### src/rtl/mem_arb_pkg.sv
`default_nettype none
// ---- mem_arb_pkg: arbiter state encoding and default bus widths ---- rev 1.0
package mem_arb_pkg;
   localparam int ARB_AW = 16;
   localparam int ARB_DW = 16;

   localparam logic [1:0] ARB_IDLE  = 2'd0;
   localparam logic [1:0] ARB_FETCH = 2'd1;
   localparam logic [1:0] ARB_DATA  = 2'd2;
endpackage
`default_nettype wire

### src/rtl/arb_starve_counter.sv
`default_nettype none
// ---- arb_starve_counter: saturating count of data grants that bypassed a waiting fetch ---- rev 1.0
module arb_starve_counter #(
   parameter int MAX = 4,
   parameter int CW  = $clog2(MAX + 1)
) (
   input  logic          clk,
   input  logic          reset,
   input  logic          i_inc,
   input  logic          i_clr,
   output logic [CW-1:0] o_cnt,
   output logic          o_sat
);
   logic [CW-1:0] r_cnt;
   logic          w_sat;

   assign w_sat = (r_cnt == CW'(MAX));

   // Clear wins so a fetch grant always restarts the starvation window.
   always_ff @(posedge clk or posedge reset) begin
      if (reset) begin
         r_cnt <= '0;
      end else if (i_clr) begin
         r_cnt <= '0;
      end else if (i_inc && !w_sat) begin
         r_cnt <= r_cnt + CW'(1);
      end
   end

   assign o_cnt = r_cnt;
   assign o_sat = w_sat;
endmodule
`default_nettype wire

### src/rtl/mem_port_arbiter.sv
`default_nettype none
// ---- mem_port_arbiter: fetch / load-store arbiter for one single-ported RAM, data priority ---- rev 1.0
// ---- Optional one-entry fetch buffer enabled by ARB_FETCH_BUF_EN ----
module mem_port_arbiter
   import mem_arb_pkg::*;
#(
   parameter int AW         = ARB_AW,
   parameter int DW         = ARB_DW,
   parameter int STARVE_MAX = 4
) (
   input  logic          clk,
   input  logic          reset,
   input  logic          if_req,
   input  logic [AW-1:0] if_addr,
   output logic [DW-1:0] if_instr,
   output logic          if_done,
   output logic          if_stall,
   input  logic          mem_rd,
   input  logic          mem_wr,
   input  logic [AW-1:0] mem_addr,
   input  logic [DW-1:0] mem_wdata,
   output logic [DW-1:0] mem_rdata,
   output logic          mem_done,
   output logic          mem_stall,
   output logic          ram_req,
   output logic          ram_we,
   output logic [AW-1:0] ram_addr,
   output logic [DW-1:0] ram_wdata,
   input  logic [DW-1:0] ram_rdata,
   input  logic          ram_ack
);
   localparam int CW = $clog2(STARVE_MAX + 1);

   logic [1:0]    r_state;
   logic [1:0]    w_state_nxt;
   logic          r_ram_req;
   logic          r_ram_we;
   logic [AW-1:0] r_ram_addr;
   logic [DW-1:0] r_ram_wdata;
   logic [DW-1:0] r_if_instr;
   logic [DW-1:0] r_mem_rdata;
   logic          r_if_done;
   logic          r_mem_done;

   logic          w_data_pend;
   logic          w_forced;
   logic          w_grant_data;
   logic          w_grant_fetch;
   logic          w_buf_serve;
   logic          w_fetch_cmpl;
   logic          w_data_cmpl;
   logic          w_buf_hit;
   logic [DW-1:0] w_buf_instr;
   logic [CW-1:0] w_starve_cnt;
   logic          w_starve_sat;

   arb_starve_counter #(
      .MAX (STARVE_MAX),
      .CW  (CW)
   ) u_starve (
      .clk   (clk),
      .reset (reset),
      .i_inc (w_grant_data & if_req),
      .i_clr (~if_req | w_grant_fetch | w_buf_serve),
      .o_cnt (w_starve_cnt),
      .o_sat (w_starve_sat)
   );

   always_ff @(posedge clk or posedge reset) begin
      if (reset) begin
         r_state <= ARB_IDLE;
      end else begin
         r_state <= w_state_nxt;
      end
   end

   always_comb begin
      w_state_nxt = r_state;
      case (r_state)
         ARB_IDLE: begin
            if (w_grant_data) begin
               w_state_nxt = ARB_DATA;
            end else if (w_grant_fetch) begin
               w_state_nxt = ARB_FETCH;
            end
         end
         ARB_FETCH, ARB_DATA: begin
            if (ram_ack) begin
               w_state_nxt = ARB_IDLE;
            end
         end
         default: w_state_nxt = ARB_IDLE;
      endcase
   end

   // Grant/complete decode; ram_ack only matters while a transaction is open.
   always_comb begin
      w_data_pend   = mem_rd | mem_wr;
      w_forced      = if_req & w_starve_sat;
      w_grant_data  = 1'b0;
      w_grant_fetch = 1'b0;
      w_buf_serve   = 1'b0;
      w_fetch_cmpl  = 1'b0;
      w_data_cmpl   = 1'b0;
      case (r_state)
         ARB_IDLE: begin
            if (w_data_pend && !w_forced) begin
               w_grant_data = 1'b1;
            end else if (if_req) begin
               w_buf_serve   = w_buf_hit;
               w_grant_fetch = ~w_buf_hit;
            end
         end
         ARB_FETCH: w_fetch_cmpl = ram_ack;
         ARB_DATA:  w_data_cmpl  = ram_ack;
         default: ;
      endcase
   end

   always_ff @(posedge clk or posedge reset) begin
      if (reset) begin
         r_ram_req   <= 1'b0;
         r_ram_we    <= 1'b0;
         r_ram_addr  <= '0;
         r_ram_wdata <= '0;
         r_if_instr  <= '0;
         r_mem_rdata <= '0;
         r_if_done   <= 1'b0;
         r_mem_done  <= 1'b0;
      end else begin
         r_if_done  <= w_fetch_cmpl | w_buf_serve;
         r_mem_done <= w_data_cmpl;
         // Simultaneous rd+wr falls through as a store via mem_wr.
         if (w_grant_data) begin
            r_ram_req   <= 1'b1;
            r_ram_we    <= mem_wr;
            r_ram_addr  <= mem_addr;
            r_ram_wdata <= mem_wdata;
         end else if (w_grant_fetch) begin
            r_ram_req  <= 1'b1;
            r_ram_we   <= 1'b0;
            r_ram_addr <= if_addr;
         end else if (w_fetch_cmpl || w_data_cmpl) begin
            r_ram_req <= 1'b0;
         end
         if (w_fetch_cmpl) begin
            r_if_instr <= ram_rdata;
         end else if (w_buf_serve) begin
            r_if_instr <= w_buf_instr;
         end
         if (w_data_cmpl && !r_ram_we) begin
            r_mem_rdata <= ram_rdata;
         end
      end
   end

`ifdef ARB_FETCH_BUF_EN
   logic          r_buf_valid;
   logic [AW-1:0] r_buf_tag;
   logic [DW-1:0] r_buf_instr;

   always_ff @(posedge clk or posedge reset) begin
      if (reset) begin
         r_buf_valid <= 1'b0;
         r_buf_tag   <= '0;
         r_buf_instr <= '0;
      end else if (w_fetch_cmpl) begin
         r_buf_valid <= 1'b1;
         r_buf_tag   <= r_ram_addr;
         r_buf_instr <= ram_rdata;
      end else if (w_grant_data && mem_wr && (mem_addr == r_buf_tag)) begin
         r_buf_valid <= 1'b0;
      end
   end

   assign w_buf_hit   = r_buf_valid && (r_buf_tag == if_addr);
   assign w_buf_instr = r_buf_instr;
`else
   assign w_buf_hit   = 1'b0;
   assign w_buf_instr = '0;
`endif

   assign ram_req   = r_ram_req;
   assign ram_we    = r_ram_we;
   assign ram_addr  = r_ram_addr;
   assign ram_wdata = r_ram_wdata;
   assign if_instr  = r_if_instr;
   assign if_done   = r_if_done;
   assign mem_rdata = r_mem_rdata;
   assign mem_done  = r_mem_done;
   assign if_stall  = if_req & ~r_if_done;
   assign mem_stall = (mem_rd | mem_wr) & ~r_mem_done;
endmodule
`default_nettype wire

### config.mk
export PLATFORM = sky130hd
export DESIGN_NAME = mem_port_arbiter
export DESIGN_NICKNAME = d
export VERILOG_FILES = /design/src/rtl/mem_arb_pkg.sv /design/src/rtl/arb_starve_counter.sv /design/src/rtl/mem_port_arbiter.sv
export SDC_FILE = /design/constraint.sdc
export NUM_CORES = 1
export LEC_CHECK = 0
export CELL_PAD_IN_SITES_DETAIL_PLACEMENT = 0
export CELL_PAD_IN_SITES_GLOBAL_PLACEMENT = 1
export CORE_MARGIN = 8
export CORE_UTILIZATION = 31
export DETAILED_ROUTE_END_ITERATION = 12
export PLACE_DENSITY = 0.8
export SLEW_MARGIN = 20
export SYNTH_ARGS = -nofsm -noshare
export SYNTH_HDL_FRONTEND = slang
export SYNTH_SLANG_ARGS = --single-unit
### constraint.sdc
create_clock -name clk -period 3 [get_ports clk]
set_input_delay 0.45 -clock clk [delete_from_list [all_inputs] [get_ports clk]]
set_output_delay 0.45 -clock clk [all_outputs]
set_load 0.005 [all_outputs]
======== Yosys cells after proc, flatten, opt, wreduce, memory -nomap -nowiden ========
Index checks and enable logic that the tools add are counted.
storage, ports and cells
  flip-flop bits (word level) ............. 73
  latch bits .............................. 0
  RAM bits ................................ 0
  bits in read-only memories .............. 0
  input bits .............................. 70
  output and inout bits ................... 70
  word-level logic and storage cells ...... 59
  memories ................................ 0
operators by class
  $add $sub $neg .......................... 1
  $mul .................................... 0
  divide/modulo/power cells ............... 0
  $lt $le $gt $ge ......................... 0
  eq/ne operators ......................... 5
  shifts and indexed selects .............. 0
  muxes and demuxes ....................... 21
  bitwise logic cells ..................... 9
  reduce and logical (&&, ||, !) cells .... 13
operators by type and width
  operator                                       count
  two-way mux 16 bit                             3
  two-way mux 1 bit                              12
  two-way mux 2 bit                              3
  two-way mux 3 bit                              2
  AND 1 bit                                      4
  case mux 2 bit (2 select lines)                1
  nonzero test 2 bit                             2
  adder 3 x 1 -> 3 bit, second input constant    1
  == test 3 bit, second input constant           1
  logical AND 1 bit                              3
  logical NOT 1 bit                              3
  inequality test 3 bit, second input constant   1
  NOT 1 bit                                      3
  nonzero test 3 bit                             1
  == test 2 x 1 -> 1 bit, second input constant  1
  == test 2 bit, second input constant           1
  logical NOT 2 bit                              1
  inequality test 2 bit, second input constant   1
  OR 1 bit                                       2
  AND reduction 2 bit                            1
  OR reduction 2 bit                             1
  logical OR 1 bit                               1

======== Depth between registers and ports, before layout ========
  depth in word-level cells ............... 10
  depth in mapped cells ................... 9
  mapped depth without buffers ............ 6

======== Modules after synthesis ========
Synthesis repeated with hierarchy kept, for this count alone.
second synthesis, totals
  cell total of the unflattened synthesis .. 245
  area, all modules ....................... 3125.5 um^2
by module, submodules not included
  module              times used  cells an instance  area an instance (um^2)  seq. area each (um^2)
  mem_port_arbiter    1           226                2929.1                   1751.7
  arb_starve_counter  1           19                 196.4                    75.1

======== Worst setup path before layout ========
No wires, ideal clock.
  kind .................................... register to register
  start point ............................. register r_state[0]
  end point ............................... register r_mem_rdata[0] (netlist: mem_rdata[0])
  setup time .............................. 125 ps
  data arrival time ....................... 1332 ps
  required time ........................... 2875 ps
  path slack .............................. 1543 ps
  cell stages (with the launch flop) ...... 8
  buffers on the path ..................... 2
  period minus slack after synthesis ...... 1457 ps
  path through ............................ dfrtp_1 -> inv_1 -> ha_1 -> and2_4 -> nand2b_2 -> buf_6 -> buf_8 -> mux2_4
on the way
  word-level cells in the longest chain between the ends .. 3
ends and longest elaborated chain
  item                    line                     text
  from (decl)             mem_port_arbiter.sv:34   logic [1:0] r_state;
  from (signal assigned)  mem_port_arbiter.sv:73   r_state <= w_state_nxt;
  == test 2 bit           mem_port_arbiter.sv:105  case (r_state)
  two-way mux 1 bit       mem_port_arbiter.sv:105
  via w_data_cmpl         mem_port_arbiter.sv:51   logic w_data_cmpl;
  logical AND 1 bit       mem_port_arbiter.sv:151  if (w_data_cmpl && !r_ram_we) begin
  to (signal assigned)    mem_port_arbiter.sv:152  r_mem_rdata <= ram_rdata;
  to (decl)               mem_port_arbiter.sv:41   logic [DW-1:0] r_mem_rdata;
The timed path passes the listed nets, and every way through them passes these cells.
A chain may end at the register's enable or synchronous reset.

======== Worst setup path after layout ========
  start point ............................. input if_req
  end point ............................... output if_stall
on the way
  word-level cells in the longest chain between the ends .. 1
ends and longest elaborated chain
  item         line                     text
  from (decl)  mem_port_arbiter.sv:13   input logic if_req,
  AND 1 bit    mem_port_arbiter.sv:191  assign if_stall = if_req & ~r_if_done;
  to (decl)    mem_port_arbiter.sv:17   output logic if_stall,
No other way between the ends.

==> qor.txt <==
CTS tree: built
endpoints failing hold: 0
RSZ-0062 raised after global routing: false
DR iter-0 viols: 147
maxcap violations: 0
area delta synth->final: 54.1%
status: finished, final reports clean
Final ANT Viol Nets: 0
Critical Path RT: 2.55 ns
FF+latch count, synth: 73
Clock Latency Late Sink: 0.34 ns
IR drop worst, VDD: 0.364 mV
DR DRC count: 0
Startpoint Class: input port
# IOs: 140
Routed WL: 8470 um
GR Util met1: 15.5%
most common cell in the netlist: nand2_1
initial core utilization: 31.9%
Post-synth top cells: nand2_1 (83), dfrtp_1 (73), mux2_2 (22)
Yosys warning count: 0
Hold-fix buffers, CTS: 0
CTS Buffer Depth: 2
GRT Overall Usage: 12.4%
GR Layer Usage met3: 4.86%
top-area cell type share of the netlist area: 58.6%
ys async rst share: 100%
sum of negative setup slack: 0 ns
FP Rows: 36
Setup crit end kind: output pin
largest net degree at the start of global routing: 39
share of layout cells above drive strength 1: 14.1%
H-Tree Depth: 3
GRT met2 Usage: 20.0%
Die Area: 13500 sq um
final setup fails: 0
number of flops mapped to enable cells by yosys: 0
Pins Over Slew Limit: 0
setup bufs post-CTS: 0
first-pass GRT wire length: 13100 um
Post-Syn Area per Cell: 11.3 sq um
die width: 116 um
Die Span Y: 116 um
post-synthesis sequential area ratio: 58.6%
Worst Clk Skew: 0.0107 ns
Cell variety after synth: 34
Clock Sinks: 73
Gate Count Post-Synth: 275
Min Clock Period, post-route: 2.22 ns
nets@finish: 489
PwrDens: 971 nW/um^2
Clock Tree Root: clkbuf_8
antenna violations before repair: 0
final period utilization: 74.0%
Hold Path Class: register to register
WL/cell: 15.4 um
GRT Residual Overflow: 0
Mapped Area: 3120 sq um
CTS clk-pin slew, worst paths: 0.08 ns
port bufs: 139
TritonCTS Buffers: 9
critical path class: input port to output pin
slew margin rel.: 47.7%
vias per std cell: 4.43
grt peak-use layer: met2
WP data arrival: 1.77 ns
core box area: 9770 sq um
post-route cell area: 4800 sq um
Leak: 2.14 nW
Ant. Diodes: 0
vias in the first global route: 2526
Placed Area: 4580 sq um
fmax: 0.450 GHz
via count: 2440
Synth area leader: dfrtp_1
synth top area cells: dfrtp_1 (59%), nand2_1 (10%), mux2_2 (8.0%)
measured slew at the worst slew-check pin: 0.784 ns
GPL Wtd Cong: 0.719
total iterations of the first detailed-routing run: 4
Core Util, Final: 49.1%
Synth Net Count: 350
Main synth FF type: dfrtp_1
total chip power: 4.66 mW
Max Fanout on Critical Path: 8
DP HPWL: 6330 um
Post-CTS Resized: 0
-- layer usage --
layer | share of wire [%] | vias to the layer above
met5 | 0 | -
met4 | 0.76 | 0
met3 | 7.6 | 7
met2 | 49 | 77
met1 | 43 | 1175
li1 | - | 1181
-- state kept, by name (all words and copies together), names as in the netlist --
name / cells
if_instr: 16
if_done: 1
ram_req: 1
ram_wdata: 16
mem_done: 1
u_starve.o_cnt: 3
mem_rdata: 16
ram_we: 1
ram_addr: 16
r_state: 2
-- worst paths after layout --
path,from,depth (start not counted),slack (ns),to
max in group asynchronous,reset,3,1.75,ram_addr[2]
setup / recovery,if_req,3,0.78,if_stall
setup reg to reg,r_state[0],5,1.15,ram_we
hold / removal,ram_wdata[14],2,0.48,ram_wdata[14]
hold reg to reg,ram_wdata[14],2,0.48,ram_wdata[14]
min in group asynchronous,reset,2,0.58,mem_rdata[5]
-- final cells by class --
type | instances | area (sq um)
clock buffer | 9 | 124
clock inverter | 6 | 92.6
fill | 929 | 4970
inverter | 7 | 26.3
multi-input combinational | 181 | 1140
sequential | 73 | 1830
tap | 133 | 166
timing repair buffer | 142 | 1430
-- logic make-up (layout without fill, tap and decap cells) --
group / after synthesis / in the layout / synth area share [%]
DFF: 73 / 73 / 58.6
buffers and inverters: 21 / 164 / 4.86
muxes: 33 / 33 / 13.1
and+or+nand+nor: 115 / 115 / 15.2
AOI/OAI and AO/OA: 28 / 28 / 6.19
adders and majority gates: 5 / 5 / 2.01
-- metrics by stage --
step	instances	worst slack, ns	hold WS (ns)
4_1_cts	551	0.758	0.483
5_1_grt	551	0.731	0.501
3_5_place_dp	536	0.752	0.462
3_3_place_gp	536	0.768	0.457
2_1_floorplan	275	0.697	0.468
6_report	551	0.780	0.480
-- cell usage in the layout, fill, tap and decap left out, drive strengths merged, types with 3 or more instances in the layout --
master           n
a31oi           16
buf              3
clkbuf           9
clkdlybuf4s50  139
dfrtp           73
ha               5
inv              8
mux2            32
nand2           84
nand3            3
nor2            19
nor2b            4
o21ai            3
-- critical path, cell delays in order --
cell             delay, ns
clkdlybuf4s50_1       0.61
nor2b_1               0.17
clkdlybuf4s50_1       0.53
-- where the power goes --
group,switching [mW],total [mW],internal [mW]
logic,0.828,2.13,1.30
clock network,0.369,0.836,0.468
registers,0.242,1.70,1.45
total,1.44,4.66,3.22
No activity file was read; power rests on OpenSTA's default activity.
==> patch 1: new RTL, same settings <==
`ARB_DW`: 16 -> 20.
--- a/src/rtl/mem_arb_pkg.sv
+++ b/src/rtl/mem_arb_pkg.sv
@@ -3,5 +3,5 @@
 package mem_arb_pkg;
    localparam int ARB_AW = 16;
-   localparam int ARB_DW = 16;
+   localparam int ARB_DW = 20;
 
    localparam logic [1:0] ARB_IDLE  = 2'd0;
Ports: changed (5 resized); port bits go from 140 to 160. The function was not compared with the original's and may differ.
==> patch 1 against the original RTL <==
  * Combinational power is 26% higher
  * Largest cell class unchanged
  * Total power grew 30%
  * Sequential cell count grew 12
  * Setup slack got worse by 0.067 ns
  * Area after synthesis rose by 17%
  * Routed wire length is 22% higher
  * Cell area grew 19%
  * Clock power increased by 60%
==> patch 1: results (changes against the original RTL) <==
Outcome
  • Status: completed (unchanged)

Synthesis
  • Synth top area cells: dfrtp_1, mux2_2, mux2_4 (was dfrtp_1, nand2_1, mux2_2)
  • Post-Syn Nets: 353 (was 350)
  • Synth top cells by count: dfrtp_1, mux2_2, nor2_1 (was nand2_1, dfrtp_1, mux2_2)

Setup path
  • R2r startpoint: r_state[1] (was r_state[0])
  • Reg2reg end: ram_wdata[18] (was ram_we)
  • Critical path peak fanout: 6 (was 8)

STA
  • Slew @ Worst Pin: 0.777 ns (was 0.784 ns)
  • WHS: 0.503 ns (was 0.480 ns)

Drt
  • Met1 WL: 4.40 mm (was 3.63 mm)
  • Routed wire length: 10.4 mm (was 8.47 mm)
  • DR WL met3: 1.00 mm (was 642 um)
  • Iteration-0 DRC Markers: 141 (was 147)
  • Met2 WL: 4.72 mm (was 4.13 mm)

Place
  • Pre-CTS setup slack: 0.649 ns (was 0.752 ns)
  • Buffers on Ports: 159 (was 139)
  • Post-DP HPWL: 7.65 mm (was 6.33 mm)

Cells and area
  • Fillers: 1061 (was 929)
  • Share of cells above drive strength 1: 20.2% (was 14.1%)
  • Layout Nets: 513 (was 489)

Global routing
  • Largest net degree at the start of global routing: 44 (was 39)
  • Vias in the first global route: 2984 (was 2526)

Min path
  • Critical hold path startpoint: mem_rdata[10] (was ram_wdata[14])
  • WHS Endpoint: mem_rdata[10] (was ram_wdata[14])

Power and ir drop
  • Internal cell power: 4.33 mW (was 3.22 mW)
  • Leak Pwr: 2.40 nW (was 2.14 nW)

CTS
  • Root buf cell: clkbuf_16 (was clkbuf_8)
## patch 1: area by class of cell
cell class                      instances  area [sq um]  share of cell area, %
Multi-Input combinational cell        161          1360                   23.8
Inverter                                8          31.3                  0.548
Tap cell                              143           179                   3.14
Sequential cell                        85          2130                   37.3
Clock buffer                            9           225                   3.95
Clock inverter                          7           138                   2.41
Timing Repair Buffer                  165          1650                   28.9
## patch 1: per-stage QoR
| stage | std cells | utilization [%] | area, sq um |
|---|---|---|---|
| after floorplan | 270 | - | 3640 |
| after detailed placement | 562 | 46.8 | 5340 |
| after CTS | 578 | 50.0 | 5700 |
| after global placement | 562 | 46.8 | 5340 |
| final | 578 | 50.0 | 5700 |
| after global routing | 578 | 50.0 | 5700 |
## patch 1: power groups by stage
stage	clock (mW)	sequential, mW	combinational (mW)
floorplan	0	2.05	1.27
global placement	0	2.02	2.69
detailed placement	0	2.04	2.74
CTS	1.39	2.03	2.75
global route	1.43	2.10	2.93
finish	1.34	2.02	2.69
## patch 1: worst max-delay path by stage
stage / startpoint / end / slack [ns] / cells after the start
after floorplan: reset / if_done / 0.36 / 1
after global placement: if_req / ram_wdata[18] / 0.67 / 4
after detailed placement: if_req / ram_wdata[18] / 0.65 / 4
after CTS: mem_wr / mem_stall / 0.70 / 4
after global routing: mem_wr / mem_stall / 0.64 / 4
final: mem_wr / mem_stall / 0.71 / 4
## patch 1: layer usage
metal / vias to the layer above / GRT usage (%)
li1: 1277 / -
met1: 1362 / 15.5
met2: 123 / 21.1
met3: 15 / 6.21
met4: 0 / 6.17
met5: - / 0
## patch 1: worst reg2reg max path, stage by stage (launching register included)
cell and delay (ns):
dfrtp_1 0.40, inv_1 0.09, ha_1 0.35, o21ai_4 0.24, nor2_8 0.46, mux2_2 0.40
## patch 1: kinds of logic after synthesis
group	share of synthesized area, %
multiplexers	20.7
AO/OA/AOI/OAI	7.84
AND/OR/NAND/NOR	6.94
flip-flops	58.4
adder cells (fa/ha/maj)	1.72
buffers and inverters	4.36
==> patch 2: new RTL, same settings <==
Made on the original files. The option `ARB_FETCH_BUF_EN` is turned on by a define.
--- a/src/rtl/mem_port_arbiter.sv
+++ b/src/rtl/mem_port_arbiter.sv
@@ -2,4 +2,6 @@
 // ---- mem_port_arbiter: fetch / load-store arbiter for one single-ported RAM, data priority ---- rev 1.0
 // ---- Optional one-entry fetch buffer enabled by ARB_FETCH_BUF_EN ----
+`define ARB_FETCH_BUF_EN
+
 module mem_port_arbiter
    import mem_arb_pkg::*;
Check against the original RTL: not equivalent (Yosys sat finds a counterexample within 4 cycles, from zero or initial values and one cycle with reset high).
==> patch 2 against the original RTL <==
  * Hold slack worse by 0.0078 ns
  * Highest routed layer unchanged
  * Routed wire length up 53%
  * Total power up 43%
  * Area after synthesis up 54%
  * Setup slack worse by 0.18 ns
  * Sequential power up 46%
  * Sequential cell count up 33
  * Cell area up 41%
  * Sequential share of layout area up 1.2 points
  * Largest power group unchanged
==> patch 2: results (changes against the original RTL) <==
Global routing
  • Grt met3 use: 5.71% (was 4.86%)
  • Largest net degree at the start of global routing: 54 (was 39)
  • Met2 Track Usage GR: 22.9% (was 20.0%)
  • GRT Overall Usage: 13.7% (was 12.4%)
  • GR met1 Demand/Resource: 15.4% (was 15.5%)
  • First-pass GRT wire length: 21.1 mm (was 13.1 mm)
  • Vias in the first global route: 3939 (was 2526)

Synthesis
  • Ys async rst share: 100% (unchanged)
  • Synth top area cells: dfrtp_1, mux2_2, nand2_1 (was dfrtp_1, nand2_1, mux2_2)
  • XOR/XNOR Fraction of Synth Area: 5.86% (was 0%)
  • Synth top cells by count: nand2_1, dfrtp_1, mux2_2 (unchanged)
  • Compound-cell area share of the yosys netlist: 2.59% (was 6.18%)
  • Yosys cell types: 37 (was 34)
  • Post-synthesis mux area share: 16.1% (was 13.1%)
  • Post-Syn Nets: 503 (was 350)

Power and ir drop
  • Sequential share of power: 37.4% (was 36.4%)
  • Clk power: 1.26 mW (was 0.836 mW)
  • Max VDD drop: 0.000422 V (was 0.000364 V)
  • Leak Pwr: 3.04 nW (was 2.14 nW)

Place
  • Post-DP HPWL: 9.61 mm (was 6.33 mm)
  • Routability cong.: 0.822 (was 0.719)
  • DP Area: 0.00645 sq mm (was 0.00458 sq mm)

Cells and area
  • Fillers: 1394 (was 929)
  • Layout Nets: 649 (was 489)
  • Share of cells above drive strength 1: 16.9% (was 14.1%)

Setup path
  • R2r worst-path depth: 6 (was 5)
  • Reg2reg end: ram_addr[0] (was ram_we)
  • Flop2flop setup slack: 0.69 ns (was 1.15 ns)
  • Crit path arrival time: 2.63 ns (was 1.77 ns)
  • Worst path slowest cell: a311oi_4 (was clkdlybuf4s50_1)
  • Largest stage delay on the critical path: 0.68 ns (was 0.61 ns)
  • Crit path from: if_addr[10] (was if_req)
  • Critical path peak fanout: 10 (was 8)
  • R2r startpoint: r_state[1] (was r_state[0])

Drt
  • Met1 WL: 5.35 mm (was 3.63 mm)
  • DR WL met3: 1.16 mm (was 642 um)
  • Met2 WL: 6.27 mm (was 4.13 mm)
  • Vias per cell: 4.56 (was 4.43)
  • Routed wire length: 13.0 mm (was 8.47 mm)

Min path
  • WHS Endpoint: r_buf_instr[13] (was ram_wdata[14])
  • Critical hold path startpoint: r_buf_instr[13] (was ram_wdata[14])

CTS
  • Root buf cell: clkbuf_16 (was clkbuf_8)
  • H-tree levels: 3 (unchanged)

STA
  • Setup Skew: 0.0105 ns (was 0.0107 ns)

Outcome
  • Status: completed (unchanged)
==> patch 2: worst max path at each step <==
stage	to	slack, ns	cells past startpoint
2_1_floorplan	ram_addr[4]	1.05	7
6_report	ram_addr[1]	0.60	6
3_3_place_gp	ram_addr[15]	0.03	5
3_5_place_dp	ram_addr[1]	0.22	6
4_1_cts	ram_addr[1]	0.61	6
5_1_grt	ram_addr[1]	0.50	6
==> patch 2: logic make-up (layout without fill, tap and decap cells) <==
logic type | after synthesis | count (layout)
muxes | 65 | 65
buffers and inverters | 23 | 174
DFF | 106 | 106
xor gates and xnor gates | 32 | 32
adders and majority gates | 5 | 5
AOI/OAI and AO/OA | 13 | 13
and+or+nand+nor | 184 | 184
==> patch 2: worst reg2reg max path, cell delays in order (launching register included) <==
cell and delay, ns:
dfrtp_1 0.41, inv_1 0.09, ha_1 0.28, inv_1 0.19
or2_1 0.55, mux2_2 0.42, mux2_2 0.26
==> patch 2: per-stage QoR <==
| step | setup slack (ns) | hold slack [ns] | std cells |
|---|---|---|---|
| final | 0.603 | 0.472 | 767 |
| after global routing | 0.497 | 0.490 | 767 |
| after CTS | 0.607 | 0.476 | 767 |
| after detailed placement | 0.221 | 0.459 | 751 |
| after global placement | 0.0341 | 0.449 | 750 |
| after floorplan | 1.05 | 0.437 | 428 |
==> patch 2: final cells by class <==
cell class	instances	area, sq um	area share (%)
clock buffers	11	233	3.44
clock inverters	5	78.8	1.17
inverters	8	33.8	0.500
multi-input cells	299	2030	30.1
flip-flops and latches	106	2650	39.2
well taps	188	235	3.48
repair buffers	150	1490	22.1
